<file path="src/rtl/panel_event_scheduler_if.sv">
// Signal bundle between the panel front end and the event scheduler.
// The master drives button/frame/acknowledge inputs; the slave returns strobes and status.
interface panel_event_scheduler_if #(
    parameter int unsigned DEPTH = 4
);
    logic                     color_press;
    logic                     bright_press;
    logic                     frame_start;
    logic                     color_ready;
    logic                     clear_err;
    logic                     color_change;
    logic                     bright_change;
    logic                     busy;
    logic [$clog2(DEPTH):0]   pending;
    logic                     overflow;
    logic                     timeout_err;

    modport master (
        output color_press, bright_press, frame_start, color_ready, clear_err,
        input  color_change, bright_change, busy, pending, overflow, timeout_err
    );

    modport slave (
        input  color_press, bright_press, frame_start, color_ready, clear_err,
        output color_change, bright_change, busy, pending, overflow, timeout_err
    );
endinterface

</file>
<file path="src/rtl/panel_event_scheduler.sv">
// Queues colour/brightness button events and replays them as frame-aligned change strobes,
// with a colour acknowledge handshake, timeout and sticky error flags.
module panel_event_scheduler #(
    parameter int unsigned DEPTH    = 4,
    parameter int unsigned HOLD_MIN = 2,
    parameter int unsigned TIMEOUT  = 255
) (
    input logic                    clock,
    input logic                    reset_n,
    panel_event_scheduler_if.slave bus
);
    localparam int unsigned AW     = $clog2(DEPTH);
    localparam int unsigned PW     = AW + 1;
    localparam int unsigned CntMax = (HOLD_MIN > TIMEOUT) ? HOLD_MIN : TIMEOUT;
    localparam int unsigned CW     = $clog2(CntMax + 1);

    typedef enum logic [1:0] {StIdle, StWaitFrame, StAssert, StRelease} state_e;

    state_e          state_q, state_d;
    logic [DEPTH-1:0] mem_q;
    logic [AW-1:0]   wr_ptr_q, rd_ptr_q;
    logic [PW-1:0]   count_q, count_d, count_after_deq;
    logic [CW-1:0]   cnt_q, cnt_d;
    logic [CW:0]     elapsed;
    logic            type_q, type_d;
    logic            seen_q, seen_d;
    logic            color_change_q, bright_change_q;
    logic            overflow_q, timeout_q;
    logic            deq, color_acc, bright_acc, drop;
    logic            hold_done, ready_now, timeout_hit;

    // A pop in this cycle frees a slot for this cycle's pushes.
    always_comb begin
        deq             = (state_q == StWaitFrame) && bus.frame_start && (count_q != '0);
        count_after_deq = count_q - PW'(deq);
        color_acc       = bus.color_press && (count_after_deq < PW'(DEPTH));
        bright_acc      = bus.bright_press &&
                          ((count_after_deq + PW'(color_acc)) < PW'(DEPTH));
        drop            = (bus.color_press && !color_acc) || (bus.bright_press && !bright_acc);
        count_d         = count_after_deq + PW'(color_acc) + PW'(bright_acc);
    end

    always_comb begin
        state_d     = state_q;
        cnt_d       = '0;
        type_d      = type_q;
        seen_d      = seen_q;
        timeout_hit = 1'b0;
        elapsed     = {1'b0, cnt_q} + (CW + 1)'(1);
        hold_done   = elapsed >= (CW + 1)'(HOLD_MIN);
        ready_now   = seen_q || bus.color_ready;
        unique case (state_q)
            StIdle: begin
                if (count_q != '0) state_d = StWaitFrame;
            end
            StWaitFrame: begin
                if (deq) begin
                    state_d = StAssert;
                    type_d  = mem_q[rd_ptr_q];
                    seen_d  = 1'b0;
                end
            end
            StAssert: begin
                cnt_d = cnt_q + CW'(1);
                if (type_q) begin
                    if (hold_done) begin
                        state_d = StRelease;
                        cnt_d   = '0;
                    end
                end else begin
                    seen_d = ready_now;
                    if (ready_now && hold_done) begin
                        state_d = StRelease;
                        cnt_d   = '0;
                    end else if (!ready_now && (cnt_q == CW'(TIMEOUT - 1))) begin
                        state_d     = StRelease;
                        cnt_d       = '0;
                        timeout_hit = 1'b1;
                    end
                end
            end
            StRelease: begin
                cnt_d = cnt_q + CW'(1);
                if (cnt_q == CW'(1)) begin
                    state_d = StIdle;
                    cnt_d   = '0;
                end
            end
            default: state_d = StIdle;
        endcase
    end

    always_ff @(posedge clock) begin
        if (!reset_n) begin
            state_q         <= StIdle;
            mem_q           <= '0;
            wr_ptr_q        <= '0;
            rd_ptr_q        <= '0;
            count_q         <= '0;
            cnt_q           <= '0;
            type_q          <= 1'b0;
            seen_q          <= 1'b0;
            color_change_q  <= 1'b0;
            bright_change_q <= 1'b0;
            overflow_q      <= 1'b0;
            timeout_q       <= 1'b0;
        end else begin
            state_q  <= state_d;
            cnt_q    <= cnt_d;
            type_q   <= type_d;
            seen_q   <= seen_d;
            count_q  <= count_d;
            // Colour takes the first free slot, brightness the one after it.
            if (color_acc) mem_q[wr_ptr_q] <= 1'b0;
            if (bright_acc) mem_q[wr_ptr_q + AW'(color_acc)] <= 1'b1;
            wr_ptr_q        <= wr_ptr_q + AW'(color_acc) + AW'(bright_acc);
            rd_ptr_q        <= rd_ptr_q + AW'(deq);
            color_change_q  <= (state_d == StAssert) && !type_d;
            bright_change_q <= (state_d == StAssert) && type_d;
            overflow_q      <= drop || (overflow_q && !bus.clear_err);
            timeout_q       <= timeout_hit || (timeout_q && !bus.clear_err);
        end
    end

    assign bus.color_change  = color_change_q;
    assign bus.bright_change = bright_change_q;
    assign bus.busy          = (state_q != StIdle);
    assign bus.pending       = count_q;
    assign bus.overflow      = overflow_q;
    assign bus.timeout_err   = timeout_q;
endmodule

</file>
<file path="src/flat_wrapper.sv">
// flat-port wrapper written by rule: the top's interface ports become plain ports
module panel_event_scheduler_flat 
#(
    parameter int unsigned DEPTH    = 4,
    parameter int unsigned HOLD_MIN = 2,
    parameter int unsigned TIMEOUT  = 255
)
  (clock, reset_n, bus_color_press, bus_bright_press, bus_frame_start, bus_color_ready, bus_clear_err, bus_color_change, bus_bright_change, bus_busy, bus_pending, bus_overflow, bus_timeout_err);
  panel_event_scheduler_if #(.DEPTH(DEPTH)) bus_i ();
  input logic clock;
  input logic reset_n;
  input wire logic [$bits(bus_i.color_press)-1:0] bus_color_press;
  input wire logic [$bits(bus_i.bright_press)-1:0] bus_bright_press;
  input wire logic [$bits(bus_i.frame_start)-1:0] bus_frame_start;
  input wire logic [$bits(bus_i.color_ready)-1:0] bus_color_ready;
  input wire logic [$bits(bus_i.clear_err)-1:0] bus_clear_err;
  output wire logic [$bits(bus_i.color_change)-1:0] bus_color_change;
  output wire logic [$bits(bus_i.bright_change)-1:0] bus_bright_change;
  output wire logic [$bits(bus_i.busy)-1:0] bus_busy;
  output wire logic [$bits(bus_i.pending)-1:0] bus_pending;
  output wire logic [$bits(bus_i.overflow)-1:0] bus_overflow;
  output wire logic [$bits(bus_i.timeout_err)-1:0] bus_timeout_err;
  assign bus_i.color_press = bus_color_press;
  assign bus_i.bright_press = bus_bright_press;
  assign bus_i.frame_start = bus_frame_start;
  assign bus_i.color_ready = bus_color_ready;
  assign bus_i.clear_err = bus_clear_err;
  assign bus_color_change = bus_i.color_change;
  assign bus_bright_change = bus_i.bright_change;
  assign bus_busy = bus_i.busy;
  assign bus_pending = bus_i.pending;
  assign bus_overflow = bus_i.overflow;
  assign bus_timeout_err = bus_i.timeout_err;
  panel_event_scheduler #(.DEPTH(DEPTH), .HOLD_MIN(HOLD_MIN), .TIMEOUT(TIMEOUT)) u_core (.clock(clock), .reset_n(reset_n), .bus(bus_i));
endmodule
</file>
<file path="config.mk">
export PLATFORM = sky130hd
export DESIGN_NAME = panel_event_scheduler_flat
export DESIGN_NICKNAME = d
export VERILOG_FILES = /design/src/rtl/panel_event_scheduler_if.sv /design/src/rtl/panel_event_scheduler.sv /design/src/flat_wrapper.sv
export SDC_FILE = /design/constraint.sdc
export NUM_CORES = 1
export LEC_CHECK = 0
export ABC_CLOCK_PERIOD_IN_PS = 3250
export CAP_MARGIN = 20
export CORE_UTILIZATION = 52
export DETAILED_ROUTE_END_ITERATION = 12
export DONT_BUFFER_PORTS = 1
export PLACE_DENSITY = 0.82
export SLEW_MARGIN = 20
export SYNTH_ARGS = -nofsm -noshare
export SYNTH_HDL_FRONTEND = slang
export SYNTH_SLANG_ARGS = --single-unit
</file>
<file path="constraint.sdc">
create_clock -name clock -period 3.25 [get_ports clock]
set_input_delay 0.325 -clock clock [delete_from_list [all_inputs] [get_ports clock]]
set_output_delay 0.325 -clock clock [all_outputs]
set_load 0.03 [all_outputs]
</file>
# == Word level (Yosys, flattened, before mapping) ==
# Index checks and enable logic that the tools add are counted.
# totals
register_bits,27
elab_cells,99
out_inout_bits,8
in_bits,7
# op_classes
eq_ne,8
reduce_logical,28
muxes,32
order_cmp,8
addsub,8
bitwise_logic,3
# ops
cell,n
$mux W8,5
$pmux W8 S2,1
$logic_and A1 B1 Y1,14
$mux W2,7
$mux W4,3
$mux W1,11
$add A8 B1 Y9 const B,1
$ge A9 B2 Y1 const B,1
$lt A2 B3 Y1 const B,3
$add A8 B1 Y8 const B,1
$eq A8 B1 Y1 const B,1
$eq A8 B8 Y1 const B,1
$pmux W2 S4,1
$add A2 B1 Y2,3
$add A3 B1 Y3,2
$eq A2 B2 Y1 const B,3
$lt A3 B3 Y1 const B,2
$logic_not A1 Y1,5
$and A4 B4 Y4,1
$demux W1 S2,2
$ge A2 B1 Y1 const B,2
$logic_or A1 B1 Y1,4
$not A4 Y4,1
$or A4 B4 Y4,1
10 further kinds,11

# == Logic depth before layout (Yosys ltp) ==
# depth
ltp_word,13
mapped_depth,18
mapped_depth_nobuf,17

# == Least setup slack after synthesis ==
# OpenSTA, ideal clock, no wires.
# synth_path
kind,flip-flop to flip-flop
from,register u_core.count_q[1] (netlist: u_core.bus.pending[1])
to,register u_core.count_q[1] (netlist: u_core.bus.pending[1])
stages_incl_launch_ff,17
setup_ps,115
path_buffers,1
t_arrival_ps,3216
slack_ps,-81
required_ps,3135
period_less_slack_ps,3331
path_cell_list,dfxtp_1 -> or3_1 -> nand3_1 -> inv_1 -> ha_1 -> ha_1 -> xnor2_1 -> nand2_1 -> inv_1 -> ha_1 -> ha_1 -> xor2_1 -> and2_1 -> clkbuf_1 -> ha_1 -> ha_1 -> and2_1
# synth_via
elab_chain_len,9
# synth_lines
item,line_no,text
start: declaration,panel_event_scheduler.sv:22,"logic [PW-1:0] count_q, count_d, count_after_deq;"
start signal: assignment,panel_event_scheduler.sv:112,count_q <= count_d;
$reduce_bool A3 Y1,panel_event_scheduler.sv:34,deq = (state_q == StWaitFrame) && bus.frame_start && (count_q != '0);
$logic_and A1 B1 Y1,panel_event_scheduler.sv:34,
$sub A3 B1 Y3 (*),panel_event_scheduler.sv:35,count_after_deq = count_q - PW'(deq);
$lt A3 B3 Y1,panel_event_scheduler.sv:36,color_acc = bus.color_press && (count_after_deq < PW'(DEPTH));
$logic_and A1 B1 Y1,panel_event_scheduler.sv:36,
$add A3 B1 Y3 (*),"panel_event_scheduler.sv:38, panel_event_scheduler.sv:40",
$lt A3 B3 Y1,panel_event_scheduler.sv:38,((count_after_deq + PW'(color_acc)) < PW'(DEPTH));
$logic_and A1 B1 Y1,panel_event_scheduler.sv:37,bright_acc = bus.bright_press &&
$add A3 B1 Y3 (*),panel_event_scheduler.sv:40,count_d = count_after_deq + PW'(color_acc) + PW'(bright_acc);
net u_core.count_d[1],panel_event_scheduler.sv:22,
# Mark *: on every way through the listed nets, which the timed path passes. The rest lies on a longest branch.
# A chain may end at the register's enable or synchronous reset.

# == Final worst setup path ==
# layout_path
from,register u_core.count_q[1] (netlist: u_core.bus.pending[1])
to,register u_core.count_q[2] (netlist: u_core.bus.pending[2])
# layout_via
elab_chain_len,9
# layout_lines
item,line_no
$reduce_bool A3 Y1,panel_event_scheduler.sv:34
$logic_and A1 B1 Y1,panel_event_scheduler.sv:34
$sub A3 B1 Y3 (*),panel_event_scheduler.sv:35
$lt A3 B3 Y1,panel_event_scheduler.sv:36
$logic_and A1 B1 Y1,panel_event_scheduler.sv:36
$add A3 B1 Y3 (*),"panel_event_scheduler.sv:38, panel_event_scheduler.sv:40"
$lt A3 B3 Y1,panel_event_scheduler.sv:38
$logic_and A1 B1 Y1,panel_event_scheduler.sv:37
$add A3 B1 Y3 (*),panel_event_scheduler.sv:40
# Every way passes the cells marked *; elsewhere a longest branch is shown, timed or not.

==> results by group <==
Outcome
  – Outcome: complete, no violations

Worst setup path
  – Worst-path cell chain: or3_4, nand3_2, inv_1, ha_1, ha_1, xnor2_2, nand2_1, inv_2, ha_1, ha_1, xor2_2, and2_4, ha_1, ha_1, xor2_1, nor2_1
  – Max FO, Critical Path: 6
  – Startpoint types: register
  – CP Capture Type: register
  – CP max stage delay: 0.41 ns
  – CP Buf/Inv Count: 2
  – Arrival @ worst endpoint: 3.31 ns
  – Crit-path slowest cell: or3_4
  – Cell mode on critical path: ha_1
  – Kind of critical path: reg2reg
  – CP top delay family: adder cells
  – Crit path required time: 3.45 ns

Logic synthesis
  – Asr flop ratio synth: 0%
  – Post-synth EDFFs: 0
  – Post-synthesis sequential element count: 27
  – Sequential-to-total area share from yosys stat: 34.2%
  – Mapped Avg Cell Area: a little over 9 um^2
  – Synth top area cells: dfxtp_1 34%, ha_1 14%, inv_1 4.5%, a211oi_1 4.3%, xnor2_1 3.9%
  – Yosys top cell area share: approximately a third
  – Top-count cell post-synth: dfxtp_1
  – Synth cell types: 47
  – Synth warnings: 0
  – Mapped Nets: 195
  – Top cells by count, synth: 27 x dfxtp_1, 19 x inv_1, 18 x ha_1
  – Synthesized area: 1580 um^2
  – Most common flop cell mapped by yosys: dfxtp_1
  – Synth area leader: dfxtp_1
  – Cells after Synth: 170

Clocking
  – Clk root buf: clkbuf_4
  – TritonCTS Sinks: 27
  – Clock buffer count from CTS: 3
  – CTS tree: yes
  – Clock slew at reported path FFs: 0.14 ns
  – # hold bufs at CTS: 0
  – CTS max path bufs: 2
  – Number of H-tree levels: 1
  – Clk_lat worst skew: 0.32 ns

Global route
  – Total GRT Usage: 20.6%
  – First-pass GRT wire length: 5200 um
  – Pin count of the biggest net entering global routing: 22
  – Initial antenna violation count: 0
  – Vias in the first global route: about 1200
  – Congestion Overflow GR: 0

Drt
  – Total Wirelength: 3090 um
  – Drt drc: 0
  – Via Count: 1233
  – Via-to-Cell Ratio: 5.99
  – Initial DRC Count: 59
  – 1st-pass router iterations: 4
  – DRT antenna net count: 0
  – WL/cell: 15.0 um

Run
  – Max-Cap Viols: 0

STA
  – Final Max Slew Viols: 0
  – Final hold vios: 0
  – F_max: 321 MHz
  – Clock Skew: around 0.009 ns
  – Shortest period the worst path allows: about 3.1 ns
  – RSZ-0062 raised after global routing: no
  – Max transition margin: 55.7%
  – Least-Margin Pin Slew: between 0.6 and 0.7 ns
  – Hold WS: roughly 0.11 ns
  – Setup Viol. Count Final: 0
  – Setup ws final: 0.135 ns
  – Period utilisation layout: between 90% and 100%

Finish
  – Share of post-route cells with drive strength above 1: 14.9%
  – Area delta synth->final: 7.52%
  – Final Non-Filler Cells: 206
  – Antenna cells: 0
  – Final core occ: approximately 60%
  – Fin nets: 201

Floorplanning
  – Cell row count: 19
  – IO Pins: 15
  – Die ar.: approximately 3300 um^2
  – Core area: 2830 um^2
  – Die width: 57.1 um
  – Die Y: roughly 57 um
  – Starting Density: 55.9%

Placed design
  – Placed cell count: 200
  – Port Buffers: 0
  – Gpl congestion: 0.847
  – Final HPWL DP: around 2400 um
  – DP Worst Slack: -0.0119 ns

Min path
  – Worst Hold Class: in2reg

Power and ir drop
  – Leakage: 0.699 nW
  – VDD IR max: 364 uV
  – PwrDens: 683 nW/um^2
[registers in the layout (all words and copies together), names as in the netlist]
| name | count |
|---|---|
| u_core.cnt_q | 8 |
| u_core.mem_q | 4 |
| u_core.bus.pending | 3 |
| u_core.rd_ptr_q | 2 |
| u_core.state_q | 2 |
| u_core.wr_ptr_q | 2 |
| u_core.bus.bright_change | 1 |
| u_core.bus.color_change | 1 |
| u_core.bus.overflow | 1 |
| u_core.bus.timeout_err | 1 |
| u_core.seen_q | 1 |
| u_core.type_q | 1 |
[layer usage]
metal / track usage [%] / routed length (um) / part of all wire (%) / up-vias
met5: 0 / 0 / 0 / -
met4: 10.1 / 87 / 2.8 / 0
met3: 3.17 / 120 / 3.9 / 11
met2: 39.5 / 1690 / 55 / 27
met1: 21.7 / 1200 / 39 / 583
li1: - / - / - / 612
[power by group]
group	internal [mW]	total [mW]	switching [mW]
logic	0.256	0.571	0.315
registers	0.394	0.447	0.0529
clock network	0.0461	0.142	0.0963
total	0.696	1.16	0.464
[kinds of logic (layout without fill, tap and decap cells)]
group / Yosys count / count (layout) / share of synthesized area, %
simple gates: 53 / 53 / 18.1
flops: 27 / 27 / 34.2
mux: 2 / 2 / 2.06
compound gates: 33 / 33 / 18.1
buf+inv: 24 / 29 / 6.02
fa+ha+maj: 18 / 18 / 14.3
xor+xnor: 13 / 13 / 7.21
[per-stage QoR]
step / area [um^2] / power (mW) / setup TNS [ns]
5_1_grt: 1700 / 1.26 / 0
3_5_place_dp: 1640 / 0.976 / -0.0127
3_3_place_gp: 1640 / 0.953 / 0
6_report: 1700 / 1.16 / 0
4_1_cts: 1670 / 1.12 / 0
2_1_floorplan: 1600 / 0.864 / 0
[cell type report]
type | instances | area (um^2)
well taps | 31 | 38.8
fillers | 242 | 1130
clock inverters | 1 | 5.00
multi-input cells | 119 | 972
flip-flops and latches | 27 | 544
inverters | 19 | 71.3
repair buffers | 6 | 45.0
clock buffers | 3 | 22.5
[final timing paths]
kind / slack (ns) / startpoint / endpoint / depth (start not counted)
worst max-delay path: 0.14 / u_core.bus.pending[1] / u_core.bus.pending[2] / 16
worst min-delay path: 0.11 / reset_n / u_core.bus.pending[1] / 1
worst min register to register: 0.49 / u_core.mem_q[2] / u_core.mem_q[2] / 2
worst max register to register: 0.14 / u_core.bus.pending[1] / u_core.bus.pending[2] / 16
[cell usage in the layout, fill, tap and decap left out, types with 2 or more instances in the layout]
cell type | synthesis | final
dfxtp_1 | 27 | 24
inv_1 | 19 | 18
ha_1 | 18 | 18
nor2_1 | 13 | 13
nand2_1 | 11 | 11
a211oi_1 | 9 | 9
nand3_1 | 7 | 6
xnor2_1 | 7 | 6
buf_4 | 1 | 6
nor3_1 | 5 | 5
xor2_1 | 6 | 5
and2_1 | 5 | 4
clkbuf_4 | 0 | 3
dfxtp_2 | 0 | 3
a21oi_1 | 2 | 2
nor2b_1 | 2 | 2
nand3b_1 | 2 | 2
a32oi_1 | 2 | 2
a31oi_1 | 2 | 2
[worst reg2reg max path, stage by stage, from the launching register on]
cell     delay [ns]
dfxtp_2        0.34
or3_4          0.41
nand3_2        0.10
inv_1          0.08
ha_1           0.19
ha_1           0.21
xnor2_2        0.16
nand2_1        0.11
inv_2          0.07
ha_1           0.18
ha_1           0.21
xor2_2         0.17
and2_4         0.19
ha_1           0.20
ha_1           0.19
xor2_1         0.14
nor2_1         0.05
[what timing repair did]
action | CTS | global route
gates cloned | 0 | 0
setup endpoints to repair | 2 | 6
gates resized for setup | 2 | 4
pin swaps | 0 | 2
buffers inserted | 0 | 2
No activity file was read; power rests on OpenSTA's default activity.
